$ cat src/rtl/bayer2rgb_frame_ctrl.sv
// AHB-lite frame sequencer for the Bayer2RGB datapath: gates the datapath enable
// on frame boundaries, counts lines/frames, flags framing errors, raises a done IRQ.
module bayer2rgb_frame_ctrl #(
    parameter int FRAME_LINES = 480,
    parameter int FCNT_W      = 16
) (
    input  logic        HCLK,
    input  logic        HRESETn,
    input  logic        HSEL,
    input  logic [31:0] HADDR,
    input  logic [1:0]  HTRANS,
    input  logic [2:0]  HSIZE,
    input  logic [3:0]  HPROT,
    input  logic        HWRITE,
    input  logic [31:0] HWDATA,
    input  logic        HREADY,
    output logic        HREADYOUT,
    output logic [31:0] HRDATA,
    output logic        HRESP,
    input  logic        frame_start,
    input  logic        line_end,
    output logic        bayer_en,
    output logic        irq
);

    typedef enum logic [1:0] {
        ST_IDLE   = 2'd0,
        ST_ARM    = 2'd1,
        ST_ACTIVE = 2'd2
    } state_t;

    localparam logic [11:0] FRAME_LINES_C = 12'(FRAME_LINES);

    state_t              state_r, state_nx;
    logic                addr_valid_r, write_r;
    logic [1:0]          addr_r;
    logic                en_r, single_r, irq_en_r, done_r, err_r;
    logic                en_nx, single_nx, irq_en_nx, done_nx, err_nx;
    logic [11:0]         line_r, line_nx;
    logic [FCNT_W-1:0]   fcnt_r, fcnt_nx;
    logic                bayer_en_r, irq_r;
    logic                done_set_s, err_set_s, single_clr_s;
    logic                wr_ctrl_s, wr_status_s, abort_s, addr_sel_s;
    logic [31:0]         hrdata_s;
    logic                unused_s;

    assign addr_sel_s  = HSEL & HTRANS[1] & HREADY;
    assign wr_ctrl_s   = addr_valid_r & write_r & (addr_r == 2'd0);
    assign wr_status_s = addr_valid_r & write_r & (addr_r == 2'd1);
    assign abort_s     = wr_ctrl_s & HWDATA[3];
    assign unused_s    = ^{HADDR[31:4], HADDR[1:0], HTRANS[0], HSIZE, HPROT, HWDATA[31:4]};

    // AHB address-phase capture; idle or unselected cycles drop the pending access
    always_ff @(posedge HCLK or negedge HRESETn) begin
        if (!HRESETn) begin
            addr_valid_r <= 1'b0;
            addr_r       <= 2'd0;
            write_r      <= 1'b0;
        end else if (HREADY) begin
            addr_valid_r <= addr_sel_s;
            if (addr_sel_s) begin
                addr_r  <= HADDR[3:2];
                write_r <= HWRITE;
            end
        end
    end

    // Sequencer next state, line/frame counting and hardware status events
    always_comb begin
        state_nx     = state_r;
        line_nx      = line_r;
        fcnt_nx      = fcnt_r;
        done_set_s   = 1'b0;
        err_set_s    = 1'b0;
        single_clr_s = 1'b0;
        if (abort_s) begin
            state_nx = ST_IDLE;
            line_nx  = 12'd0;
        end else begin
            case (state_r)
                ST_IDLE: begin
                    if (en_r) state_nx = ST_ARM;
                    else      state_nx = ST_IDLE;
                end
                ST_ARM: begin
                    if (!en_r) begin
                        state_nx = ST_IDLE;
                    end else if (frame_start) begin
                        state_nx = ST_ACTIVE;
                        line_nx  = 12'd0;
                    end else begin
                        state_nx = ST_ARM;
                    end
                end
                ST_ACTIVE: begin
                    // A frame_start mid-frame restarts the line count; line_end that cycle is dropped
                    if (frame_start) begin
                        err_set_s = 1'b1;
                        line_nx   = 12'd0;
                    end else if (line_end) begin
                        if ((line_r + 12'd1) == FRAME_LINES_C) begin
                            fcnt_nx    = fcnt_r + FCNT_W'(1);
                            done_set_s = 1'b1;
                            line_nx    = 12'd0;
                            if (single_r) begin
                                single_clr_s = 1'b1;
                                state_nx     = ST_IDLE;
                            end else if (!en_r) begin
                                state_nx = ST_IDLE;
                            end else begin
                                state_nx = ST_ARM;
                            end
                        end else begin
                            line_nx = line_r + 12'd1;
                        end
                    end else begin
                        state_nx = ST_ACTIVE;
                    end
                end
                default: state_nx = ST_IDLE;
            endcase
        end
    end

    // Software-visible control and sticky status; software EN write beats the SINGLE clear
    always_comb begin
        if (abort_s)           en_nx = 1'b0;
        else if (wr_ctrl_s)    en_nx = HWDATA[0];
        else if (single_clr_s) en_nx = 1'b0;
        else                   en_nx = en_r;
        if (wr_ctrl_s) begin
            single_nx = HWDATA[1];
            irq_en_nx = HWDATA[2];
        end else begin
            single_nx = single_r;
            irq_en_nx = irq_en_r;
        end
        done_nx = done_set_s | (done_r & ~(wr_status_s & HWDATA[1]));
        err_nx  = err_set_s  | (err_r  & ~(wr_status_s & HWDATA[2]));
    end

    // State, counters, control/status registers and registered outputs
    always_ff @(posedge HCLK or negedge HRESETn) begin
        if (!HRESETn) begin
            state_r    <= ST_IDLE;
            line_r     <= 12'd0;
            fcnt_r     <= '0;
            en_r       <= 1'b0;
            single_r   <= 1'b0;
            irq_en_r   <= 1'b0;
            done_r     <= 1'b0;
            err_r      <= 1'b0;
            bayer_en_r <= 1'b0;
            irq_r      <= 1'b0;
        end else begin
            state_r    <= state_nx;
            line_r     <= line_nx;
            fcnt_r     <= fcnt_nx;
            en_r       <= en_nx;
            single_r   <= single_nx;
            irq_en_r   <= irq_en_nx;
            done_r     <= done_nx;
            err_r      <= err_nx;
            bayer_en_r <= (state_nx == ST_ACTIVE);
            irq_r      <= irq_en_r & done_r;
        end
    end

    // Read mux driven by the latched data-phase address
    always_comb begin
        case (addr_r)
            2'd0:    hrdata_s = {29'd0, irq_en_r, single_r, en_r};
            2'd1:    hrdata_s = {27'd0, state_r, err_r, done_r, (state_r != ST_IDLE)};
            2'd2:    hrdata_s = 32'(fcnt_r);
            2'd3:    hrdata_s = {20'd0, line_r};
            default: hrdata_s = 32'd0;
        endcase
    end

    assign HRDATA    = hrdata_s;
    assign HREADYOUT = 1'b1;
    assign HRESP     = 1'b0;
    assign bayer_en  = bayer_en_r;
    assign irq       = irq_r;

endmodule
$ cat config.mk
export PLATFORM = sky130hd
export DESIGN_NAME = bayer2rgb_frame_ctrl
export DESIGN_NICKNAME = d
export VERILOG_FILES = /design/src/rtl/bayer2rgb_frame_ctrl.sv
export SDC_FILE = /design/constraint.sdc
export NUM_CORES = 1
export LEC_CHECK = 0
export BUFFER_PORTS_ARGS = -buffer_cell sky130_fd_sc_hd__buf_2
export CORE_AREA = 5 5 95 97
export CTS_CLUSTER_DIAMETER = 30
export CTS_CLUSTER_SIZE = 14
export DETAILED_ROUTE_END_ITERATION = 6
export DIE_AREA = 0 0 100 102
export GPL_TIMING_DRIVEN = 0
export MAX_ROUTING_LAYER = met4
export PLACE_DENSITY_LB_ADDON = 0.12
export SYNTH_ARGS = -nofsm -noshare
export SYNTH_HDL_FRONTEND = slang
export SYNTH_SLANG_ARGS = --single-unit
export TNS_END_PERCENT = 50
$ cat constraint.sdc
create_clock -name HCLK -period 5.4 [get_ports HCLK]
set_input_delay 0.54 -clock HCLK [delete_from_list [all_inputs] [get_ports HCLK]]
set_output_delay 0.54 -clock HCLK [all_outputs]
set_load 0.005 [all_outputs]
# == Word-level counts from Yosys, hierarchy flattened ==
# Index checks and enable logic that the tools add are counted.
# W data, S select, Z words.
# totals
register_bits,41
out_inout_bits,36
word_cells,84
in_bits,80
# op_classes
n_bitwise,17
add_sub_neg,2
reduce_logical,8
eq_ne,10
mux,34
# ops
operator,n
$pmux W32 S4,1
$mux W12,6
$pmux W12 S2,1
$mux W1,19
$add A16 B1 Y16 const B,1
$add A12 B1 Y12 const B,1
$eq A12 B9 Y1 const B,1
$mux W2,6
$and A1 B1 Y1,11
$eq A2 B2 Y1 const B,4
$ne A3 B3 Y1 const B,2
$pmux W2 S3,1
$reduce_bool A3 Y1,2
$reduce_and A5 Y1,1
$eq A2 B1 Y1 const B,2
$logic_not A2 Y1,2
$ne A4 B4 Y1 const B,1
$not A1 Y1,4
$reduce_and A4 Y1,1
$or A1 B1 Y1,2
$reduce_and A2 Y1,1
$reduce_bool A2 Y1,1

# == Longest topological paths before layout ==
# Gate-level depths: netlist of the first run.
# depth
ltp_word,10
depth_mapped,9

# == Least setup slack after synthesis of the first run ==
# Ideal clock, no wire load.
# synth_timing
path_type,flip-flop to flip-flop
startpoint,reg line_r[3]
endpoint,reg fcnt_r[12]
required_ns,5.321
period_less_slack_ns,2.409
stages_incl_launch_ff,8
arrival_ns,2.329
setup_slack_ns,2.991
path_cell_list,dfrtp_1 > buf_6 > a211o_1 > a2111o_1 > a211o_1 > or4_4 > nor3_2 > xor2_1
# synth_between
elab_chain_len,3
# synth_rtl
item,line_no,rtl
from (decl),39,"logic [11:0] line_r, line_nx;"
from (signal assigned),157,line_r <= line_nx;
$add A12 B1 Y12,101,if ((line_r + 12'd1) == FRAME_LINES_C) begin
$eq A12 B9 Y1,101,
$reduce_and A5 Y1 (no line),--,
to (signal assigned),158,fcnt_r <= fcnt_nx;
to (decl),40,"logic [FCNT_W-1:0] fcnt_r, fcnt_nx;"
# Every way passes these cells.
# A chain may end at the register's enable or synchronous reset.

# == Worst setup path after layout of the first run ==
# layout_timing
startpoint,reg addr_r[0]
endpoint,reg fcnt_r[15]
# layout_between
elab_chain_len,5
# layout_rtl
item,line_no,rtl
from (decl),36,logic [1:0] addr_r;
from (signal assigned),62,addr_r <= HADDR[3:2];
$logic_not A2 Y1,48,assign wr_ctrl_s = addr_valid_r & write_r & (addr_r == 2'd0);
$and A1 B1 Y1,48,
$and A1 B1 Y1,50,assign abort_s = wr_ctrl_s & HWDATA[3];
$not A1 Y1 (no line),--,
$reduce_and A5 Y1 (no line),--,
# Every way passes these cells.

==> run summary, run 1 <==
combinational family with the most area after synthesis - simple AND/OR/NAND/NOR gates
RSZ-0062 raised after global routing - false
TritonCTS clock tree - done
total gr overflow - 0
register area - 0.00103 mm^2
first-pass GRT wire length - 9940 um
Setup TNS - 0 ns
sequential element share of the synthesized area - 40.9%
final number of setup-violating endpoints - 0
io pins - 116
Slew @ Worst Pin - 1.18 ns
Die Y-Extent - 102 um
First-pass DRT Iterations - 4
CTS H-tree depth - 2
Initial Utilization - 31.1%
setup slack, reg-to-reg - 2.46 ns
Avg Inst Size Synth - 9.79 um^2
number of synthesized register bits - 41
Final Max Tran Viols - 0
Pwr Total - 816 uW
DIE AREA - 0.0102 mm^2
GR Util All Layers - 12.6%
drt first-iter violations - 63
Post-Synth Adder-Cell Area - 0.999%
max_cap viols - 0
Worst-path clk slew - 0.09 ns
asr flop ratio synth - 100%
Max transition margin - 20.9%
CP endpoint kind - flop
RD Place Congestion - 0.787
antenna cells - 0
Internal - 570 uW
Synth cell types - 50
r2r worst-path depth - 8
period utilization - 54.4%
die width - 100 um
count of flip-flops with a built-in enable after synthesis - 0
CTS resizes - 0
Final Hold Viols - 0
largest fanout on the critical path - 8
number of remaining DRC errors - 0
mux contribution to synthesized area - 9.04%
NumNets Final - 392
sw frac - 30.2%
postcts setup bufs - 0
placed cell area - 0.00285 mm^2
clock power share - 30.7%
clk sinks - 41
Sequential Power Share - 47.3%
vias in the first global route - 1892
Final Cell Area - 0.00296 mm^2
layout cell share with drive strength beyond 1 - 25.1%
WP data required - 5.59 ns
WS Path Type - reg -> reg
Yosys warning count - 0
CP startpoint - addr_r[0]
Tmin final - 2.94 ns
hold buffer count at CTS - 0
Syn Inst Count - 256
mapped cell area - 0.00251 mm^2
post-synthesis xor/xnor area fraction - 7.69%
Post-synth top flop - dfrtp_1
CTS Buf Count - 5
GRT met3 Usage - 2.39%
Post-Synth Simple-Gate Area - 21.6%
P per Cell Area - 275 mW/mm^2
global-route met1 utilization - 17.0%
reg2reg end - fcnt_r[15]
critical path endpoint - fcnt_r[15]
post-synthesis compound-gate area fraction - 10.9%
Clock Skew - 0.0119 ns
Worst Path Arrival - 3.13 ns
final instance count without filler cells - 416
Final ANT Viol Nets - 0
Hold Slack - 0.389 ns
GRT busiest layer - met2
Max IR drop VDD - 0.000167 V
routed len/inst - 14.5 um
critical path startpoint category - flop
worst min-delay path class - in -> async
clock buffer depth - 2
Routed WL - 6020 um
std cell rows - 33
combinational share of power - 22.0%
dpl cells - 408
largest net degree at the start of global routing - 42
r2r startpoint - addr_r[0]
IO buf count - 31
Leak - 0.00135 uW
multi-input logic area - 0.00133 mm^2
Filler cells - 837
dpl hpwl - 4450 um
Via density - 4.74
initial antenna violation count - 0
Core Area - 0.00805 mm^2
area delta synth->final - 18.3%
status - finished, final reports clean
Clock Latency Late Sink - 0.29 ns
FMAX - 340 MHz
Sw Pwr - 246 uW
vias after detailed routing - 1971
clk root buf - clkbuf_8
met2 usage - 19.9%
==> routing by layer <==
metal  wire, um  share of wire (%)
met5          0                  0
met3        210                3.5
met4         29               0.48
met2       2890                 48
met1       2890                 48
==> power groups by stage <==
stage | registers (uW) | clock network, uW | logic (uW)
after floorplan | 375 | 0 | 125
after global placement | 392 | 0 | 181
after detailed placement | 390 | 0 | 182
after CTS | 385 | 259 | 183
after global routing | 391 | 272 | 203
final | 386 | 251 | 179
==> state kept, by name (all words and copies together), names as in the netlist <==
register and cells:
addr_r 2, addr_valid_r 1, bayer_en 1, done_r 1, en_r 1, err_r 1
fcnt_r 16, irq 1, irq_en_r 1, line_r 12, single_r 1, state_r 2
write_r 1
==> cell usage after synthesis (2+ instances only) <==
cell	count	area share [%]
dfrtp_1	41	41
nand2_1	24	3.6
o21ai_0	19	3.8
buf_4	18	5.4
xnor2_1	16	5.6
nand4_1	12	3.0
nor2b_1	9	2.2
mux2i_1	8	3.2
nand3_1	8	1.6
and2_1	7	1.7
mux2_2	7	3.1
nor2_1	7	1.0
clkbuf_1	6	0.90
inv_1	6	0.90
xor2_1	6	2.1
and3_1	4	1.0
buf_2	4	0.80
nand2b_1	4	1.0
a211oi_1	3	0.90
a21oi_1	3	0.60
a22o_1	3	1.0
mux4_2	3	2.7
o31ai_1	3	0.90
a211o_1	2	0.70
and4_1	2	0.70
conb_1	2	0.30
ha_1	2	1.0
nand3b_1	2	0.60
or2_2	2	0.50
or3_1	2	0.50
or4_1	2	0.60
==> stage by stage <==
| stage | setup slack [ns] | utilization (%) |
|---|---|---|
| after floorplan | 2.99 | - |
| after global placement | 2.40 | 35.4 |
| after detailed placement | 2.43 | 35.4 |
| after CTS | 2.41 | 36.8 |
| after global routing | 2.10 | 36.8 |
| final | 2.46 | 36.8 |
==> cell families (layout without fill, tap and decap cells) <==
group	Yosys count	count (layout)
other	2	18
DFF	41	41
adders and majority gates	2	2
and+or+nand+nor	93	93
AOI/OAI and AO/OA	42	42
xor gates and xnor gates	22	22
buffers and inverters	36	75
muxes	18	18
==> layout make-up <==
cell class / count / share of cell area [%]
Clock inverter: 2 / 1.31
Sequential cell: 41 / 34.6
Tap cell: 105 / 4.43
Inverter: 6 / 0.760
Buffer: 30 / 6.50
Timing Repair Buffer: 31 / 5.23
Multi-Input combinational cell: 195 / 44.7
Clock buffer: 6 / 2.45
==> worst min path at each step <==
| stage | cells past startpoint | endpoint | slack, ns |
|---|---|---|---|
| 5_1_grt | 2 | addr_valid_r | 0.44 |
| 6_report | 1 | bayer_en | 0.39 |
| 2_1_floorplan | 0 | addr_r[0] | 0.24 |
| 3_5_place_dp | 1 | fcnt_r[15] | 0.46 |
| 3_3_place_gp | 1 | fcnt_r[15] | 0.46 |
| 4_1_cts | 2 | addr_valid_r | 0.42 |
==> worst max-delay path, stage by stage, from the launching register on <==
cell	delay, ns
dfrtp_1	0.32
buf_2	0.20
nor4bb_1	0.08
clkbuf_1	0.19
a211oi_1	1.01
nand4_1	0.21
nor4_2	0.47
nand4_1	0.19
xnor2_1	0.16
==> placed cells by master (no fill, tap or decap), drive strengths merged, types with 3 or more instances in the layout <==
cell type / Yosys / final
a211oi: 3 / 3
a21oi: 3 / 3
a22o: 3 / 3
and2: 7 / 7
and3: 5 / 5
buf: 24 / 55
clkbuf: 6 / 12
conb: 2 / 18
dfrtp: 41 / 41
inv: 6 / 6
mux2: 7 / 7
mux2i: 8 / 8
mux4: 3 / 3
nand2: 24 / 24
nand2b: 4 / 4
nand3: 8 / 8
nand4: 12 / 12
nor2: 7 / 7
nor2b: 9 / 9
o21ai: 20 / 20
o31ai: 3 / 3
or4: 3 / 3
xnor2: 16 / 16
xor2: 6 / 6
(Power assumes the default switching activity.)
==> inputs of run 2 (changes only) <==
--- a/config.mk
+++ b/config.mk
@@ -5,12 +5,13 @@
 export SDC_FILE = /design/constraint.sdc
 export NUM_CORES = 1
 export LEC_CHECK = 0
+export ABC_AREA = 1
 export BUFFER_PORTS_ARGS = -buffer_cell sky130_fd_sc_hd__buf_2
-export CORE_AREA = 5 5 95 97
+export CORE_AREA = 5 5 101 103
 export CTS_CLUSTER_DIAMETER = 30
 export CTS_CLUSTER_SIZE = 14
 export DETAILED_ROUTE_END_ITERATION = 6
-export DIE_AREA = 0 0 100 102
+export DIE_AREA = 0 0 106 108
 export GPL_TIMING_DRIVEN = 0
 export MAX_ROUTING_LAYER = met4
 export PLACE_DENSITY_LB_ADDON = 0.12
==> constraint.sdc (replaced) <==
create_clock -name HCLK -period 2.8 [get_ports HCLK]
set_input_delay 0.28 -clock HCLK [delete_from_list [all_inputs] [get_ports HCLK]]
set_output_delay 0.28 -clock HCLK [all_outputs]
set_load 0.005 [all_outputs]
==> run 2 against run 1 <==
Net effect:
- die area rose by 12%
- count of clock-buffer cells in the layout rose by 1
- sequential share of layout area fell by 3.3 points
- clock skew fell by 0.0022 ns
- clock power rose by 65%
- design area rose by 10%
- largest cell class unchanged
- worst hold slack got worse by 0.25 ns
- synthesized cell count rose by 59%
- largest power group unchanged
- highest routed layer unchanged
==> run summary, run 2 <==
Yosys warning count - 0 (unchanged)
NumNets Final - 544 (was 392)
Max IR drop VDD - 0.000162 V (was 0.000167 V)
largest fanout on the critical path - 10 (was 8)
register area - 0.00103 mm^2 (unchanged)
DIE AREA - 0.0114 mm^2 (was 0.0102 mm^2)
Syn Inst Count - 408 (was 256)
IO buf count - 31 (unchanged)
sequential element share of the synthesized area - 36.2% (was 40.9%)
max_cap viols - 0 (unchanged)
Avg Inst Size Synth - 6.95 um^2 (was 9.79 um^2)
number of remaining DRC errors - 0 (unchanged)
clk root buf - clkbuf_8 (unchanged)
antenna cells - 0 (unchanged)
area delta synth->final - 15.5% (was 18.3%)
io pins - 116 (unchanged)
Worst Path Arrival - 2.41 ns (was 3.13 ns)
Die Y-Extent - 108 um (was 102 um)
Via density - 4.70 (was 4.74)
Synth area leader - dfrtp_1 (unchanged)
Synth area leaders - dfrtp_1, nand2_1, inv_1 (was dfrtp_1, xnor2_1, buf_4)
first-pass GRT wire length - 12600 um (was 9940 um)
period utilization - 79.1% (was 54.4%)
commonest non-fill, non-tap cell in the layout - nand2_1 (was dfrtp_1)
Filler cells - 1021 (was 837)
layout cell share with drive strength beyond 1 - 18.0% (was 25.1%)
Final ANT Viol Nets - 0 (unchanged)
P per Cell Area - 442 mW/mm^2 (was 275 mW/mm^2)
clk sinks - 41 (unchanged)
GR Util All Layers - 14.0% (was 12.6%)
TritonCTS clock tree - done (unchanged)
die width - 106 um (was 100 um)
dpl hpwl - 6000 um (was 4450 um)
CTS H-tree depth - 2 (unchanged)
mapped cell area - 0.00283 mm^2 (was 0.00251 mm^2)
Placement Setup Slack - 0.610 ns (was 2.43 ns)
worst min-delay path class - in -> async (unchanged)
Largest Register - fcnt_r (unchanged)
Sw Pwr - 495 uW (was 246 uW)
Final Cell Area - 0.00327 mm^2 (was 0.00296 mm^2)
Clock Skew - 0.00964 ns (was 0.0119 ns)
number of synthesized register bits - 41 (unchanged)
vias in the first global route - 2635 (was 1892)
RSZ-0062 raised after global routing - false (unchanged)
placed cell area - 0.00319 mm^2 (was 0.00285 mm^2)
count of flip-flops with a built-in enable after synthesis - 0 (unchanged)
clock power share - 28.5% (was 30.7%)
most frequent cells in the layout - nand2_1, inv_1, dfrtp_1, nand3_1, buf_2 (was dfrtp_1, buf_2, nand2_1, o21ai_0)
Util after Layout - 35.9% (was 36.8%)
vias after detailed routing - 2695 (was 1971)
postcts setup bufs - 0 (unchanged)
Initial Utilization - 31.1% (about the same)
CTS resizes - 0 (unchanged)
Core Area - 0.00911 mm^2 (was 0.00805 mm^2)
Sequential Power Share - 48.1% (was 47.3%)
Final Max Tran Viols - 0 (unchanged)
setup ws final - 0.585 ns (was 2.46 ns)
Synth cell types - 31 (was 50)
Post-synth top flop - dfrtp_1 (unchanged)
hold buffer count at CTS - 0 (unchanged)
Commonest cells post-synth - nand2_1, inv_1, dfrtp_1 (was dfrtp_1, nand2_1, o21ai_0)
Internal - 951 uW (was 570 uW)
asr flop ratio synth - 100% (unchanged)
status - finished, final reports clean (unchanged)
sw frac - 34.2% (was 30.2%)
initial antenna violation count - 0 (unchanged)
Final Hold Viols - 0 (unchanged)
critical path startpoint category - flop (unchanged)
First-pass DRT Iterations - 4 (unchanged)
Leak - 0.00163 uW (was 0.00135 uW)
Clock Latency Late Sink - 0.30 ns (was 0.29 ns)
Slew @ Worst Pin - 0.974 ns (was 1.18 ns)
drt first-iter violations - 100 (was 63)
FMAX - 451 MHz (was 340 MHz)
Max transition margin - 35.0% (was 20.9%)
largest registers - fcnt_r: 16 flops, line_r: 12 flops (unchanged)
Synth top area share - 36.2% (was 40.9%)
Tmin final - 2.22 ns (was 2.94 ns)
top-count cell post-synth - nand2_1 (was dfrtp_1)
Worst-path clk slew - 0.08 ns (was 0.09 ns)
WP data required - 2.99 ns (was 5.59 ns)
largest net degree at the start of global routing - 42 (unchanged)
clock buffer depth - 2 (unchanged)
WS Path Type - reg -> reg (unchanged)
combinational share of power - 23.3% (was 22.0%)
Setup TNS - 0 ns (unchanged)
total gr overflow - 0 (unchanged)
final number of setup-violating endpoints - 0 (unchanged)
multi-input logic area - 0.00146 mm^2 (was 0.00133 mm^2)
std cell rows - 35 (was 33)
Largest register FFs - 16 (unchanged)
Routed WL - 7580 um (was 6020 um)
routed len/inst - 13.2 um (was 14.5 um)
CP endpoint kind - flop (unchanged)
RD Place Congestion - 0.817 (was 0.787)
Hold Slack - 0.135 ns (was 0.389 ns)
CTS Buf Count - 5 (unchanged)
run 2: final timing paths:
check,startpoint,endpoint,slack (ns),cells past startpoint
setup / recovery,line_r[0],fcnt_r[12],0.58,15
hold / removal,HRESETn,bayer_en,0.14,1
setup reg to reg,line_r[0],fcnt_r[12],0.58,15
hold reg to reg,fcnt_r[15],fcnt_r[15],0.49,2
max in group asynchronous,HRESETn,fcnt_r[9],2.06,1
min in group HCLK,HREADY,addr_valid_r,0.17,2
run 2: area by class of cell:
| class | instances | share of cell area (%) |
|---|---|---|
| sequential | 41 | 31.3 |
| timing repair buffer | 31 | 4.74 |
| multi-input combinational | 300 | 44.6 |
| buffer | 25 | 5.77 |
| inverter | 58 | 6.65 |
| clock buffer | 7 | 2.64 |
| tap | 111 | 4.24 |
run 2: power by group through the flow:
stage                     registers (uW)  logic [uW]  clock network [uW]
final                                696         337                 413
after global routing                 702         385                 442
after CTS                            696         343                 424
after detailed placement             707         343                   0
after global placement               706         338                   0
after floorplan                      693         229                   0
run 2: logic make-up after synthesis:
kind of cell,Yosys count,share of synthesized area [%]
other,2,0.265
adder cells (fa/ha/maj),2,0.883
AO/OA/AOI/OAI,42,9.05
flip-flops,41,36.2
XOR/XNOR,6,1.85
buffers and inverters,83,14.3
AND/OR/NAND/NOR,231,37.0
multiplexers,1,0.397
run 2: critical path, cell delays in order, from the launching register on:
cell     delay [ns]
dfrtp_1        0.48
ha_1           0.28
nand2_1        0.11
nor2_2         0.17
nand2_1        0.08
nand2_1        0.07
nand2_2        0.09
inv_2          0.07
nand2_1        0.06
nor2_2         0.11
nand2_2        0.10
nor2_4         0.14
buf_6          0.17
nand3_1        0.07
nand2_1        0.07
nand2_1        0.05
run 2: layer usage:
metal	vias to the layer above	track usage (%)	wire [um]
met5	-	-	0
met4	0	3.61	93
met3	5	2.03	159
met2	38	24.5	3800
met1	1251	17.2	3530
li1	1401	-	-
run 2: per-stage QoR:
step / cells / total power [uW]
6_report: 573 / 1450
2_1_floorplan: 424 / 922
3_5_place_dp: 566 / 1050
4_1_cts: 573 / 1460
3_3_place_gp: 566 / 1040
5_1_grt: 573 / 1530
